**src/rtl/code_loader_pkg.sv**
```systemverilog
// Shared constants for the code loader: FSM state encodings and default widths.
// The checksum feature is selected by the CODE_LOADER_CHECKSUM_EN macro.
package code_loader_pkg;

    localparam int ADDR_W_DEF = 9;
    localparam int WORD_W_DEF = 16;
    localparam int LEN_W      = 9;

    typedef enum logic [3:0] {
        IDLE    = 4'd0,
        LEN_HI  = 4'd1,
        LEN_LO  = 4'd2,
        DATA_HI = 4'd3,
        DATA_LO = 4'd4,
        WRITE   = 4'd5,
        CSUM    = 4'd6,
        DONE    = 4'd7,
        ERR     = 4'd8
    } state_t;

endpackage

```
**src/rtl/code_loader.sv**
```systemverilog
// Byte-stream program loader: length header, big-endian words, optional checksum byte.
// Define CODE_LOADER_CHECKSUM_EN to enable the trailing XOR checksum check.
module code_loader
    import code_loader_pkg::*;
#(
    parameter int ADDR_W = ADDR_W_DEF,
    parameter int WORD_W = WORD_W_DEF
) (
    input  logic              clk,
    input  logic              rst_n,
    input  logic              start,
    input  logic              in_valid,
    input  logic [7:0]        in_data,
    output logic              in_ready,
    output logic              code_w_en,
    output logic [ADDR_W-1:0] code_addr_in,
    output logic [WORD_W-1:0] code_in,
    output logic              run,
    output logic              error,
    output logic [3:0]        dbg_state
);

    // Handshake: a byte moves on a rising edge where in_valid and in_ready are both high.

    state_t              r_state;
    state_t              w_next;
    state_t              w_after_data;
    logic [LEN_W-1:0]    r_len;
    logic [ADDR_W-1:0]   r_idx;
    logic [7:0]          r_hi;
    logic [ADDR_W-1:0]   r_addr;
    logic [WORD_W-1:0]   r_code;
    logic                w_accept;
    logic                w_last;
    logic                w_start_ok;
`ifdef CODE_LOADER_CHECKSUM_EN
    logic [7:0]          r_csum;
`endif

    assign w_accept   = in_valid && in_ready;
    assign w_last     = (int'(r_idx) + 1) == int'(r_len);
    assign w_start_ok = start && (r_state == IDLE || r_state == DONE || r_state == ERR);

`ifdef CODE_LOADER_CHECKSUM_EN
    assign w_after_data = CSUM;
`else
    assign w_after_data = DONE;
`endif

    always_comb begin
        w_next   = r_state;
        in_ready = 1'b0;
        unique case (r_state)
            IDLE:    if (start) w_next = LEN_HI;
            LEN_HI: begin
                in_ready = 1'b1;
                if (w_accept) w_next = (in_data[7:1] != 7'd0) ? ERR : LEN_LO;
            end
            LEN_LO: begin
                in_ready = 1'b1;
                if (w_accept) w_next = ({r_len[8], in_data} == 9'd0) ? w_after_data : DATA_HI;
            end
            DATA_HI: begin
                in_ready = 1'b1;
                if (w_accept) w_next = DATA_LO;
            end
            DATA_LO: begin
                in_ready = 1'b1;
                if (w_accept) w_next = WRITE;
            end
            WRITE:   w_next = w_last ? w_after_data : DATA_HI;
            CSUM: begin
`ifdef CODE_LOADER_CHECKSUM_EN
                in_ready = 1'b1;
                if (w_accept) w_next = (in_data == r_csum) ? DONE : ERR;
`else
                w_next = DONE;
`endif
            end
            DONE:    if (start) w_next = LEN_HI;
            ERR:     if (start) w_next = LEN_HI;
            default: w_next = IDLE;
        endcase
    end

    always_ff @(posedge clk or negedge rst_n) begin
        if (!rst_n) r_state <= IDLE;
        else        r_state <= w_next;
    end

    always_ff @(posedge clk or negedge rst_n) begin
        if (!rst_n) begin
            r_len  <= '0;
            r_idx  <= '0;
            r_hi   <= '0;
            r_addr <= '0;
            r_code <= '0;
        end else begin
            if (w_start_ok) begin
                r_len <= '0;
                r_idx <= '0;
            end
            if (w_accept && r_state == LEN_HI)  r_len[8]   <= in_data[0];
            if (w_accept && r_state == LEN_LO)  r_len[7:0] <= in_data;
            if (w_accept && r_state == DATA_HI) r_hi       <= in_data;
            // Write port registers only change on the cycle before WRITE, so they hold otherwise.
            if (w_accept && r_state == DATA_LO) begin
                r_addr <= r_idx;
                r_code <= WORD_W'({r_hi, in_data});
            end
            if (r_state == WRITE) r_idx <= r_idx + 1'b1;
        end
    end

`ifdef CODE_LOADER_CHECKSUM_EN
    always_ff @(posedge clk or negedge rst_n) begin
        if (!rst_n)                             r_csum <= '0;
        else if (w_start_ok)                    r_csum <= '0;
        else if (w_accept && r_state != CSUM)   r_csum <= r_csum ^ in_data;
    end
`endif

    assign code_w_en    = (r_state == WRITE);
    assign code_addr_in = r_addr;
    assign code_in      = r_code;
    assign run          = (r_state == DONE);
    assign error        = (r_state == ERR);
    assign dbg_state    = r_state;

endmodule
```
**config.mk**
```make
export PLATFORM = sky130hd
export DESIGN_NAME = code_loader
export DESIGN_NICKNAME = d
export VERILOG_FILES = /design/src/rtl/code_loader_pkg.sv /design/src/rtl/code_loader.sv
export SDC_FILE = /design/constraint.sdc
export NUM_CORES = 1
export LEC_CHECK = 0
export ABC_AREA = 1
export CAP_MARGIN = 15
export CORE_MARGIN = 5
export CORE_UTILIZATION = 45
export DETAILED_ROUTE_END_ITERATION = 16
export GPL_ROUTABILITY_DRIVEN = 0
export GPL_TIMING_DRIVEN = 0
export MAX_ROUTING_LAYER = met4
export PLACE_DENSITY = 0.67
export SETUP_SLACK_MARGIN = 0.5
export SYNTH_ARGS = -nofsm -noshare
export SYNTH_HDL_FRONTEND = slang
export SYNTH_SLANG_ARGS = --single-unit
```
**constraint.sdc**
```tcl
create_clock -name clk -period 1.9 [get_ports clk]
set_input_delay 0.285 -clock clk [delete_from_list [all_inputs] [get_ports clk]]
set_output_delay 0.285 -clock clk [all_outputs]
set_load 0.02 [all_outputs]
```
==> results.md <==
* Status: finished clean
* Post-Synth XOR/XNOR Area at 0.00681
* Wirelength, routed at 7810 um
* Hold Worst Slack at 438 ps
* Fin. Hold Viols at 0
* Clock Path Buffers at 2
* Initial antenna violation count at 0
* Number of core rows at 27
* RSZ-0062 raised after global routing: true
* Final period utilization at 0.866
* Nets at ~410
* Setup TNS at 0 ps
* Root buffer cell: clkbuf_8
* Die width at roughly 86 um
* Number of global-route vias before repair at 2416
* Worst-Margin Slew at roughly 470 ps
* Setup ws final at roughly 250 ps
* Post-synth EDFFs at 0
* Max Cap Viol at 0
* Syn Nets at 329
* Worst skew pair latency at 310 ps
* Critical path data arrival time at 1360 ps
* Post-DP HPWL at about 4600 um
* CP cell instances: buf_8 -> nor3_4 -> buf_6 -> buf_6
* Setup crit end kind: primary output
* Lkg Pwr at 1.94 nW
* H-tree levels at 2
* Largest family of logic cells by synthesized area: simple AND/OR/NAND/NOR gates
* Max VDD drop at 0.00134 V
* Fmax at 608 MHz
* Yosys reg bits at 55
* Post-synth cell types at 25
* Max_slew headroom at 0.682
* Share of cells above drive strength 1 at 0.348
* Core Util, Final at 0.714
* Worst Clk Skew at 6.99 ps
* Area contributors post-synth: dfrtp_1 54%, nand2_1 13%, o21ai_0 9.5%
* Avg WL per Cell at roughly 16 um
* Initial Util at 0.464
* CP max stage cell: dfrtp_2
* I/O pin count at 45
* R2r setup slk at 260 ps
* Worst Setup Path Type: flip-flop to primary output
* Syn avg cell area at ~8.1 um2
* Crit path max fanout at 7
* Syn-to-layout area delta at 53.8%
* Largest net degree at the start of global routing at 38
* Sink Count at 55
* ANT cells at 0
* Design Power at between 5 and 6 mW
* Cells after DPL at 433
* DRC Markers at 0
* Post-DP Area at 3180 um2
* Post-synth ARST share at 1.00
* Final setup vio count at 0
* Top-area cell type share of the netlist area at 0.535
* Most frequent cell after synthesis: nand2_1
* Yosys warns at 0
* Top cell by count, worst path: buf_6
* Die Ht at 85.6 um
* Compound-Gate Fraction of Synth Area at 0.129
* Mux cell area share after synthesis at 0
* CP peak stage delay at 430 ps
* Sequential area share after synthesis at 0.535
* Via Count at roughly 2500
* DP Worst Slack at -110 ps
* Most instantiated cells after synthesis: 87 x nand2_1, 55 x dfrtp_1, 49 x o21ai_0
* Non-filler cells, final at roughly 470
* CTS tree: yes
* ANT nets after route at 0
* GRT Total Usage at 0.205
* TritonCTS buffer count at 5
* Full die area at 7330 um2
* First-pass GRT wire length at 11600 um
* Simple-gate share of the synthesized area at 0.246
* Vias per cell at 5.37
* Adder-cell share of the synthesized area at 0.00486
* Synth Cell Area at 2570 um2
* Post-synth top area cell: dfrtp_1
* Ys flop type: dfrtp_1
* Final Critical Period at 1650 ps
* Final instance area at 3960 um2
* Post-Synthesis Cells at between 300 and 400
* Core area at 5540 um2
* Hold Path Class: primary input to asynchronous set/reset pin
* DRT Pass-1 Iters at 6
* Gr ovfl total at 0
* Pins Over Slew Limit at 0
* Clock-pin slew on the worst setup and hold paths at roughly 110 ps
* Port Buffers at 44
* Worst setup SP type: flip-flop
* Iter 0 DRT Violations at 174
* Cell area power density at about 1300 nW/um2
* Crit path required time at 1620 ps
cell type report:
class / instances / area (um2)
clock inverter: 2 / 38.8
sequential: 55 / 1380
multi-input combinational: 211 / 1320
inverter: 44 / 174
buffer: 8 / 116
timing repair buffer: 76 / 749
clock buffer: 6 / 82.6
tap: 72 / 90.1
fill: 443 / 1580
path summary, 6_finish.rpt:
path                                       from         endpoint  depth (start not counted)
min in group clk                code_addr_in[8]  code_addr_in[8]                          2
worst min-delay path                      rst_n      code_in[10]                          2
worst min register to register  code_addr_in[8]  code_addr_in[8]                          2
worst max-delay path               dbg_state[1]        code_w_en                          4
max in group asynchronous                 rst_n     dbg_state[1]                          3
worst max register to register         r_idx[0]     dbg_state[2]                         14
placed cells by master (no fill, tap or decap), types with 10 or more instances in the layout:
| cell type | Yosys | routed |
|---|---|---|
| buf_4 | 1 | 16 |
| buf_6 | 0 | 14 |
| clkdlybuf4s50_1 | 0 | 10 |
| dfrtp_1 | 55 | 51 |
| dlygate4sd2_1 | 0 | 26 |
| inv_1 | 43 | 37 |
| nand2_1 | 87 | 58 |
| nand2_2 | 2 | 24 |
| nand3_1 | 33 | 26 |
| o21ai_0 | 49 | 23 |
| o21ai_1 | 0 | 12 |
| o21ai_2 | 0 | 14 |
kinds of logic after synthesis:
logic type,count (synthesis)
simple gates,143
flops,55
buf+inv,52
compound gates,63
fa+ha+maj,1
xor+xnor,2
what timing repair did:
item / CTS / global route
cloned: 4 / 4
setup endpoints to repair: 88 / 62
hold buffers: 1 / 0
setup buffers: 16 / 8
hold endpoints to repair: 18 / 0
pin swaps: 9 / 15
resized for setup: 92 / 106
registers in the layout (all words and copies together) (netlist names):
name	flops
code_addr_in	9
r_idx	9
r_hi	8
code_in	16
dbg_state	4
r_len	9
where the power goes:
part / total (mW) / switching (mW) / leakage, nW / internal [mW]
registers: 1.75 / 0.237 / 0.707 / 1.51
logic: 2.62 / 1.49 / 1.17 / 1.13
clock network: 0.838 / 0.404 / 0.0618 / 0.434
total: 5.20 / 2.13 / 1.94 / 3.07
metal layers:
metal,global-route usage,wire [um],vias to the layer above
met4,0.0532,93,0
li1,-,-,1209
met5,-,0,-
met1,0.273,3350,1241
met3,0.0336,353,16
met2,0.326,4020,78
critical path: cells and delay by family, from the launching register on:
kind / cells / cell delay, ps
buffers and inverters: 3 / 400
flip-flops: 1 / 430
AND/OR/NAND/NOR: 1 / 220
Power figures use the tool's default switching activity.
